`src/rtl/adder_pipe_pkg.sv`:
```
// Shared constants and helpers for the pipelined adder/subtractor.
// The per-stage record lives in adder_pipe because its field widths follow each instance's WIDTH.
package adder_pipe_pkg;

    localparam int DEF_WIDTH  = 16;
    localparam int DEF_STAGES = 4;
    localparam int DEF_CHUNK  = DEF_WIDTH / DEF_STAGES;

    // Bit offset of chunk k inside a WIDTH-bit operand.
    function automatic int chunk_lo(input int k, input int chunk = DEF_CHUNK);
        return k * chunk;
    endfunction

endpackage

```
`src/rtl/adder_pipe_if.sv`:
```
// Operand/result handshake bundle for adder_pipe.
// The producer/consumer side uses master; the adder itself uses slave.
interface adder_pipe_if
    import adder_pipe_pkg::*;
#(
    parameter int WIDTH = DEF_WIDTH
);

    logic             in_valid;
    logic             in_ready;
    logic [WIDTH-1:0] a;
    logic [WIDTH-1:0] b;
    logic             cin;
    logic             sub;
    logic             out_valid;
    logic             out_ready;
    logic [WIDTH-1:0] sum;
    logic             cout;
    logic             ovf;

    modport master (
        output in_valid, a, b, cin, sub, out_ready,
        input  in_ready, out_valid, sum, cout, ovf
    );

    modport slave (
        input  in_valid, a, b, cin, sub, out_ready,
        output in_ready, out_valid, sum, cout, ovf
    );

endinterface

```
`src/rtl/adder_chunk.sv`:
```
// CHUNK-bit combinational ripple-carry row: sum, carry-out and the carry into its MSB.
module adder_chunk
    import adder_pipe_pkg::*;
#(
    parameter int CHUNK = DEF_CHUNK
) (
    input  logic [CHUNK-1:0] a,
    input  logic [CHUNK-1:0] b,
    input  logic             ci,
    output logic [CHUNK-1:0] s,
    output logic             co,
    output logic             msb_ci
);

    // A procedural chain keeps the ripple as one combinational block.
    always_comb begin
        logic carry;
        carry  = ci;
        s      = '0;
        msb_ci = 1'b0;
        for (int i = 0; i < CHUNK; i++) begin
            if (i == CHUNK - 1) begin
                msb_ci = carry;
            end
            s[i]  = a[i] ^ b[i] ^ carry;
            carry = (a[i] & b[i]) | (carry & (a[i] ^ b[i]));
        end
        co = carry;
    end

endmodule

```
`src/rtl/adder_pipe.sv`:
```
// Pipelined ripple-carry adder/subtractor: one CHUNK-wide ripple row per stage, global stall.
// Optional ADDER_PIPE_SAT_EN: signed saturation of sum on overflow, decided in the last stage.
module adder_pipe
    import adder_pipe_pkg::*;
#(
    parameter int WIDTH  = DEF_WIDTH,
    parameter int STAGES = DEF_STAGES
) (
    input  logic        clk,
    input  logic        rst_n,
    adder_pipe_if.slave bus
);

    localparam int CHUNK = WIDTH / STAGES;

    typedef struct packed {
        logic             valid;
        logic [WIDTH-1:0] a_hi;
        logic [WIDTH-1:0] b_hi;
        logic [WIDTH-1:0] sum_lo;
        logic             carry;
        logic             msb_cin;
    } stage_t;

    if (STAGES < 1 || STAGES > WIDTH || (WIDTH % STAGES) != 0) begin : g_bad_cfg
        $error("adder_pipe: WIDTH must be a multiple of STAGES and 1 <= STAGES <= WIDTH");
    end

    stage_t in_rec;
    stage_t stage_next [STAGES];
    stage_t stage_reg  [STAGES];
    logic   adv;

    // Subtraction is A + ~B + ~borrow, so cout reads as "no borrow".
    always_comb begin
        in_rec       = '0;
        in_rec.valid = bus.in_valid;
        in_rec.a_hi  = bus.a;
        in_rec.b_hi  = bus.sub ? ~bus.b : bus.b;
        in_rec.carry = bus.sub ? ~bus.cin : bus.cin;
    end

    for (genvar gi = 0; gi < STAGES; gi++) begin : g_stage
        localparam int LO   = chunk_lo(gi, CHUNK);
        localparam bit LAST = (gi == STAGES - 1);

        stage_t           prev;
        stage_t           nxt;
        logic [CHUNK-1:0] s;
        logic             co;
        logic             msb_ci;

        if (gi == 0) begin : g_head
            assign prev = in_rec;
        end else begin : g_body
            assign prev = stage_reg[gi-1];
        end

        adder_chunk #(
            .CHUNK (CHUNK)
        ) u_chunk (
            .a      (prev.a_hi[LO +: CHUNK]),
            .b      (prev.b_hi[LO +: CHUNK]),
            .ci     (prev.carry),
            .s      (s),
            .co     (co),
            .msb_ci (msb_ci)
        );

        always_comb begin
            nxt                      = prev;
            nxt.sum_lo[LO +: CHUNK]  = s;
            nxt.carry                = co;
            nxt.msb_cin              = msb_ci;
`ifdef ADDER_PIPE_SAT_EN
            // Overflow direction follows the sign of A for both add and subtract.
            if (LAST && (co ^ msb_ci)) begin
                nxt.sum_lo = prev.a_hi[WIDTH-1] ? {1'b1, {(WIDTH-1){1'b0}}}
                                                : {1'b0, {(WIDTH-1){1'b1}}};
            end
`else
            if (LAST) begin
                nxt.sum_lo[LO +: CHUNK] = s;
            end
`endif
        end

        assign stage_next[gi] = nxt;
    end

    // Whole pipe moves together; bubbles are kept so the skew stays aligned.
    assign adv          = !stage_reg[STAGES-1].valid || bus.out_ready;
    assign bus.in_ready = adv;

    always_ff @(posedge clk or negedge rst_n) begin
        if (!rst_n) begin
            for (int k = 0; k < STAGES; k++) begin
                stage_reg[k] <= '0;
            end
        end else if (adv) begin
            for (int k = 0; k < STAGES; k++) begin
                stage_reg[k] <= stage_next[k];
            end
        end
    end

    assign bus.out_valid = stage_reg[STAGES-1].valid;
    assign bus.sum       = stage_reg[STAGES-1].sum_lo;
    assign bus.cout      = stage_reg[STAGES-1].carry;
    assign bus.ovf       = stage_reg[STAGES-1].carry ^ stage_reg[STAGES-1].msb_cin;

endmodule
```
`src/flat_wrapper.sv`:
```
// flat-port wrapper written by rule: the top's interface ports become plain ports
module adder_pipe_flat import adder_pipe_pkg::*;
#(
    parameter int WIDTH  = DEF_WIDTH,
    parameter int STAGES = DEF_STAGES
)
  (clk, rst_n, bus_in_valid, bus_a, bus_b, bus_cin, bus_sub, bus_out_ready, bus_in_ready, bus_out_valid, bus_sum, bus_cout, bus_ovf);
  adder_pipe_if #(.WIDTH(WIDTH)) bus_i ();
  input  logic clk;
  input  logic rst_n;
  input wire logic [$bits(bus_i.in_valid)-1:0] bus_in_valid;
  input wire logic [$bits(bus_i.a)-1:0] bus_a;
  input wire logic [$bits(bus_i.b)-1:0] bus_b;
  input wire logic [$bits(bus_i.cin)-1:0] bus_cin;
  input wire logic [$bits(bus_i.sub)-1:0] bus_sub;
  input wire logic [$bits(bus_i.out_ready)-1:0] bus_out_ready;
  output wire logic [$bits(bus_i.in_ready)-1:0] bus_in_ready;
  output wire logic [$bits(bus_i.out_valid)-1:0] bus_out_valid;
  output wire logic [$bits(bus_i.sum)-1:0] bus_sum;
  output wire logic [$bits(bus_i.cout)-1:0] bus_cout;
  output wire logic [$bits(bus_i.ovf)-1:0] bus_ovf;
  assign bus_i.in_valid = bus_in_valid;
  assign bus_i.a = bus_a;
  assign bus_i.b = bus_b;
  assign bus_i.cin = bus_cin;
  assign bus_i.sub = bus_sub;
  assign bus_i.out_ready = bus_out_ready;
  assign bus_in_ready = bus_i.in_ready;
  assign bus_out_valid = bus_i.out_valid;
  assign bus_sum = bus_i.sum;
  assign bus_cout = bus_i.cout;
  assign bus_ovf = bus_i.ovf;
  adder_pipe #(.WIDTH(WIDTH), .STAGES(STAGES)) u_core (.clk(clk), .rst_n(rst_n), .bus(bus_i));
endmodule
```
`config.mk`:
```
export PLATFORM = sky130hd
export DESIGN_NAME = adder_pipe_flat
export DESIGN_NICKNAME = d
export VERILOG_FILES = /design/src/rtl/adder_pipe_pkg.sv /design/src/rtl/adder_pipe_if.sv /design/src/rtl/adder_chunk.sv /design/src/rtl/adder_pipe.sv /design/src/flat_wrapper.sv
export SDC_FILE = /design/constraint.sdc
export NUM_CORES = 1
export LEC_CHECK = 0
export CAP_MARGIN = 20
export CORE_MARGIN = 5
export CORE_UTILIZATION = 55
export DETAILED_ROUTE_END_ITERATION = 6
export PLACE_DENSITY = 0.8
export SLEW_MARGIN = 20
export SYNTH_ARGS = -nofsm -noshare
export SYNTH_HDL_FRONTEND = slang
export SYNTH_SLANG_ARGS = --single-unit
```
`constraint.sdc`:
```
create_clock -name clk -period 3.2 [get_ports clk]
set_input_delay 0.64 -clock clk [delete_from_list [all_inputs] [get_ports clk]]
set_output_delay 0.64 -clock clk [all_outputs]
set_load 0.05 [all_outputs]
```
# Word-level counts from Yosys, hierarchy flattened
# Index checks and enable logic that the tools add are counted.
op_classes:
  mul: 0
  shifts: 0
  bitwise_logic: 83
  mux: 2
  div: 0
  reduce_logical: 2
  n_lt_le_gt_ge: 0
  n_addsub: 0
  n_eq_ne: 0
op_table:
  columns: ["cell", "n"]
  rows:
  - ["$xor 1x1->1", 33]
  - ["$and 1x1->1", 32]
  - ["$mux 16", 1]
  - ["$not 16->16", 1]
  - ["$or 1x1->1", 16]
  - ["$logic_not 1->1", 1]
  - ["$logic_or 1x1->1", 1]
  - ["$mux 1", 1]
  - ["$not 1->1", 1]
totals:
  in_bits: 38
  regBits: 145
  romBits: 0
  latchBits: 0
  out_inout_bits: 20
  elab_cells: 106
  mem_count: 0
  ram_bits: 0

# Longest topological paths before layout
# Gate-level depths: netlist of the first run.
depth:
  depth_word: 11
  depth_mapped: 11

# Modules after synthesis
# From an unflattened synthesis of the first run, not the netlist that was laid out.
unflattened:
  hier_cells: 290
  area_unflattened_um2: 4406.7
by_module_without_submodules:
  columns: ["mod", "instances", "area_per_inst_um2", "seq_area_each_um2", "cells_each"]
  rows:
  - ["adder_pipe", 1, 3966.3, 2427.3, 242]
  - ["adder_chunk", 4, 110.1, 0.0, 12]

# Worst setup path after synthesis of the first run
# Ideal clock, no wire load.
synth_timing:
  path_kind: "in2reg"
  start: "in bus_sub"
  end: "reg u_core.stage_reg (netlist bit u_core.g_stage[1].nxt[5])"
  setup_slack_ns: 0.230
  path_stages: 11
  required_time_ns: 3.075
  arrival_ns: 2.845
  setup_time_ns: 0.125
  cell_sequence: "buf_2 > buf_4 > xnor2_1 > fa_1 > inv_1 > fa_1 > inv_1 > fa_1 > inv_1 > fa_1 > mux2_4"
synth_rtl:
  columns: ["item", "line", "source"]
  rows:
  - ["start: declaration", "flat_wrapper.sv:15", "input wire logic [$bits(bus_i.sub)-1:0] bus_sub;"]
  - ["end signal: indexed assignment", "adder_pipe.sv:102", "stage_reg[k] <= stage_next[k];"]
  - ["end: declaration", "adder_pipe.sv:31", "stage_t stage_reg [STAGES];"]

==> results.json, run 1 <==
{
  "ys_top_cells_by_count": "dfrtp_1, mux2_2, inv_1",
  "ys_seq_area_share_pct": 55.7,
  "cts_buffers": 9,
  "grt_pass1_vias": 2547,
  "pin_count": 58,
  "tritoncts": "done",
  "yosys-top-cells-area": "dfrtp_1, mux2_2, fa_1",
  "worst_setup_path_start_kind": "input port",
  "post-place-ws_ns": -0.0471,
  "dieArea_um2": 9810,
  "fin_area_um2": 5130,
  "grt_pass1_wl_um": 12300,
  "nets": 392,
  "placed_cells": 429,
  "synth-seq-cells": 97,
  "drt_iter0_drc": 72,
  "hp-class": "input port to async pin",
  "routed_via_density": 4.95,
  "synth_most_common_cell": "dfrtp_1",
  "max_freq_mhz": 353,
  "cts.sinks": 97,
  "fin_ws_ns": 0.364,
  "skew_ns": 0.0146,
  "placed_area_um2": 4910,
  "min_period_ns": 2.84,
  "tightest_slew_ns": 0.722,
  "ys.flop_type": "dfrtp_1",
  "wl_um": 7130,
  "cts_buffer_depth": 2,
  "yosysWarnings": 0,
  "synth_area_um2": 4360,
  "postSynthAreaPerCell_um2": 14.8,
  "slew_viol_final": 0,
  "path_clk_slew_ns": 0.10,
  "cp_max_fo": 3,
  "holdWs_ns": 0.338,
  "rr_worst_depth": 7,
  "synth_cell_types": 16,
  "die_x_um": 99.1,
  "crit_arrival_ns": 3.09,
  "syn2layout_area_growth_pct": 17.6,
  "crit_path_max_incr_delay_ns": 0.55,
  "post_cts_resized": 0,
  "post_drt_wl_per_cell_um": 16.0,
  "syn_nets": 349,
  "start_util_pct": 56.4,
  "status": "complete, no violations",
  "dpl.hpwl_um": 4980,
  "die_h_um": 99.1,
  "grt-ovfl-total": 0,
  "leakage_uw": 0.00225,
  "yosysTopAreaCellShare_pct": 55.7,
  "num_rows": 32,
  "power_uw": 5110,
  "yosysTopAreaCell": "dfrtp_1",
  "clk-insertion-delay-late_ns": 0.36,
  "vias": 2204,
  "core-area_um2": 7730,
  "synthCells": 295,
  "cp.required_ns": 3.46,
  "ant_nets": 0,
  "slowest_stage": "clkdlybuf4s50_1",
  "largest_reg_flops": 75,
  "io_buffers": 57,
  "path_cells": "clkdlybuf4s50_1, xnor2_1, fa_1, inv_1, fa_1, inv_1, fa_1, inv_1, fa_1, mux2_4",
  "setup_viol": 0,
  "ir_drop_mv": 0.575,
  "critPathCaptureType": "flip-flop",
  "synth_edf_count": 0,
  "slew_headroom_pct": 51.9,
  "drv_cap": 0,
  "drive_gt1_share_pct": 31.5,
  "drc": 0,
  "gp_congestion": 0.713,
  "async_flop_share_pct": 100,
  "crit_top_cell": "fa_1",
  "antenna_found_initial": 0,
  "h-tree-depth": 3,
  "fin_crit_sh_pct": 88.6,
  "ctsHoldBuffers": 0,
  "cts_setup_buffers": 0,
  "finalHoldViolCount": 0,
  "root_buffer": "clkbuf_8",
  "n_fill_cell": 538,
  "antenna_cells": 0,
  "p_per_area_nw_per_um2": 997,
  "drtPass1Iterations": 4,
  "grt_max_degree": 58,
  "grt_usage_pct": 16.0,
  "worstSetupPathType": "input port to flip-flop",
  "grt_setup_unrepaired": "no",
  "stdcell_count": 445
}
==> kinds of logic after synthesis <==
family,synth area share [%]
compound gates,1.15
xor+xnor,3.61
fa+ha+maj,7.34
buf+inv,7.06
flops,55.7
mux,23.0
simple gates,2.18
==> per-stage QoR <==
step	utilization [%]	TNS [ns]
finish	66.4	0
global route	66.4	0
CTS	66.4	0
detailed placement	63.6	-0.0471
global placement	63.6	0
floorplan	-	0
==> layout make-up <==
| cell class | instances | area (um^2) | area share [%] |
|---|---|---|---|
| Timing Repair Buffer | 63 | 636 | 12.4 |
| Clock inverter | 6 | 91.3 | 1.78 |
| Inverter | 25 | 93.8 | 1.83 |
| Multi-Input combinational cell | 142 | 1630 | 31.7 |
| Clock buffer | 10 | 128 | 2.49 |
| Sequential cell | 97 | 2430 | 47.3 |
| Tap cell | 102 | 128 | 2.49 |
==> power by group <==
part	internal [uW]	switching, uW
Sequential	1780	326
Clock	445	419
Combinational	1050	1100
Total	3270	1840
==> cell usage in the layout, fill, tap and decap left out, drive strengths merged, types with 3 or more instances in the layout <==
cell,Yosys,routed
dfrtp,97,97
mux2,84,84
buf,29,8
clkinv,0,3
fa,16,16
nor3b,10,10
a21oi,10,10
inv,25,26
clkbuf,2,10
xor2,13,13
xnor2,5,5
clkdlybuf4s50,0,55
==> path summary, 6_finish.rpt <==
kind	end	slack, ns	start
min in group clk	u_core.bus.out_valid	0.47	u_core.g_stage[3].nxt[50]
worst max register to register	u_core.bus.sum[15]	0.72	u_core.g_stage[3].prev[1]
worst min register to register	u_core.bus.out_valid	0.47	u_core.g_stage[3].nxt[50]
worst min-delay path	u_core.g_stage[1].nxt[28]	0.34	rst_n
worst max-delay path	u_core.g_stage[1].nxt[5]	0.36	bus_sub
max in group asynchronous	u_core.bus.sum[13]	2.09	rst_n
==> layer usage <==
layer	wire length, um	up-vias	global-route usage [%]
met3	364	4	5.02
met4	65	0	5.36
li1	-	1040	-
met2	3340	43	24.1
met5	0	-	0
met1	3370	1117	22.2
==> critical path: cells and delay by family <==
kind       cells  cell delay, ns
xor+xnor       1            0.12
fa+ha+maj      4            1.32
buf+inv        4            0.76
mux            1            0.26
No activity file was read; power rests on OpenSTA's default activity.
==> run 2, diff against run 1 <==
- CORE_UTILIZATION: 55 -> 59
- PLACE_DENSITY: 0.8 -> 0.85
- clock period: 3.2 -> 3.45 ns (I/O delays scaled with it)
==> results.json, run 2 (synthesized netlist as in run 1, its figures left out) <==
{
  "status": "complete, no violations",
  "grt_usage_pct": 16.7,
  "p_seq_share_pct": 42.4,
  "gp_congestion": 0.740,
  "nets": 391,
  "rrSetupSlack_ns": 1.02,
  "drt_iter0_drc": 82,
  "antenna_cells": 0,
  "grt_pass1_wl_um": 11500,
  "num_rows": 31,
  "leakage_uw": 0.00222,
  "final_cell_mix": "dfrtp_1, mux2_2, clkdlybuf4s50_1",
  "dieArea_um2": 9210,
  "dpl.hpwl_um": 4750,
  "holdWs_ns": 0.383,
  "io_buffers": 57,
  "path_clk_slew_ns": 0.10,
  "cts_buffer_depth": 2,
  "largest_reg_flops": 75,
  "worst_setup_path_start_kind": "input port",
  "placed_cells": 425,
  "cts.sinks": 97,
  "worstSetupPathType": "input port to flip-flop",
  "pin_count": 58,
  "finalHoldViolCount": 0,
  "n_fill_cell": 527,
  "worstReg2RegEnd": "u_core.bus.sum[15]",
  "cp_max_fo": 15,
  "crit_family": "buffers and inverters",
  "path_cells": "clkdlybuf4s50_1, buf_4, xor2_1, fa_1, inv_1, fa_1, inv_1, fa_1, mux2_4",
  "post_drt_wl_per_cell_um": 15.4,
  "post_cts_resized": 0,
  "min_period_ns": 2.90,
  "fin_crit_sh_pct": 84.1,
  "die_x_um": 96.0,
  "cts_buffers": 9,
  "ant_nets": 0,
  "grt_setup_unrepaired": "no",
  "hp-class": "input port to async pin",
  "core-area_um2": 7210,
  "start_util_pct": 60.5,
  "wl_um": 6800,
  "tightest_slew_ns": 0.747,
  "die_h_um": 96.0,
  "ctsHoldBuffers": 0,
  "setup_tns_ns": 0,
  "cellInternalPower_uw": 2880,
  "drive_gt1_share_pct": 31.6,
  "stdcell_count": 441,
  "p_per_area_nw_per_um2": 904,
  "crit_path_max_incr_delay_ns": 0.56,
  "critPathCaptureType": "flip-flop",
  "power.share.clock_pct": 15.2,
  "grt_max_degree": 76,
  "path_buf_inv": 4,
  "swShare_pct": 37.2,
  "syn2layout_area_growth_pct": 16.6,
  "grt-ovfl-total": 0,
  "setup_viol": 0,
  "tritoncts": "done",
  "clk-insertion-delay-late_ns": 0.37,
  "rr_worst_depth": 7,
  "antenna_found_initial": 0,
  "drc": 0,
  "cp.required_ns": 3.71,
  "slowest_stage": "clkdlybuf4s50_1",
  "final_common_cell": "dfrtp_1",
  "drtPass1Iterations": 3,
  "grt_pass1_vias": 2332,
  "h-tree-depth": 3,
  "p_sw_uw": 1710,
  "root_buffer": "clkbuf_8",
  "power_frac_comb_pct": 42.4,
  "crit_top_cell": "fa_1",
  "rr_startpoint": "u_core.g_stage[3].prev[1]",
  "slew_viol_final": 0,
  "max_freq_mhz": 344,
  "routed_via_density": 5.05,
  "drv_cap": 0,
  "cts_setup_buffers": 0,
  "ir_drop_mv": 0.390,
  "slew_headroom_pct": 50.2,
  "skew_ns": 0.00696,
  "crit_arrival_ns": 3.17,
  "vias": 2228
}
run 2: cell count changes in the layout (fill, tap and decap cells not counted), sizes merged:
cell      delta
clkinv       -1
bufinv       -2
inv          +2
clkbuf       -1
clkinvlp     +2
buf          -1
run 2: per-stage QoR:
stage	power, uW	area [um^2]	worst slack, ns	utilization [%]
final	4600	5090	0.547	70.5
after global routing	4920	5090	0.485	70.5
after CTS	4650	5090	0.533	70.5
after detailed placement	3950	4900	0.131	67.9
after global placement	3880	4900	0.233	67.9
after floorplan	3500	4360	0.430	-
run 2: worst max-delay path by stage:
stage,startpoint,endpoint,slack (ns),depth (start not counted)
3_5_place_dp,bus_sub,u_core.g_stage[1].nxt[5],0.13,9
5_1_grt,bus_sub,u_core.g_stage[1].nxt[5],0.49,9
2_1_floorplan,bus_sub,u_core.g_stage[1].nxt[5],0.43,11
4_1_cts,bus_sub,u_core.g_stage[1].nxt[5],0.53,9
6_report,bus_sub,u_core.g_stage[1].nxt[5],0.55,9
3_3_place_gp,bus_sub,u_core.g_stage[1].nxt[5],0.23,10
run 2: per-layer routing:
layer  part of all wire [%]  global-route usage, %  up-vias  wire length, um
met3                    4.1                   3.67       14              282
met2                     45                   24.0       40             3090
met1                     48                   24.0     1135             3280
li1                       -                      -     1039                -
met4                    2.2                   8.18        0              150
met5                      0                      0        -                0
run 2: layout make-up:
type / count / area, um^2 / share of cell area, %
inverter: 25 / 93.8 / 1.84
clock inverter: 7 / 63.8 / 1.25
sequential: 97 / 2430 / 47.7
tap: 99 / 124 / 2.43
multi-input combinational: 142 / 1630 / 32.0
timing repair buffer: 62 / 628 / 12.3
clock buffer: 9 / 124 / 2.43
run 2: power by group through the flow:
stage | combinational [uW] | sequential [uW] | clock (uW)
2_1_floorplan | 1600 | 1900 | 0
3_3_place_gp | 1920 | 1950 | 0
3_5_place_dp | 1980 | 1980 | 0
4_1_cts | 1980 | 1950 | 714
5_1_grt | 2140 | 2010 | 763
6_report | 1950 | 1950 | 699
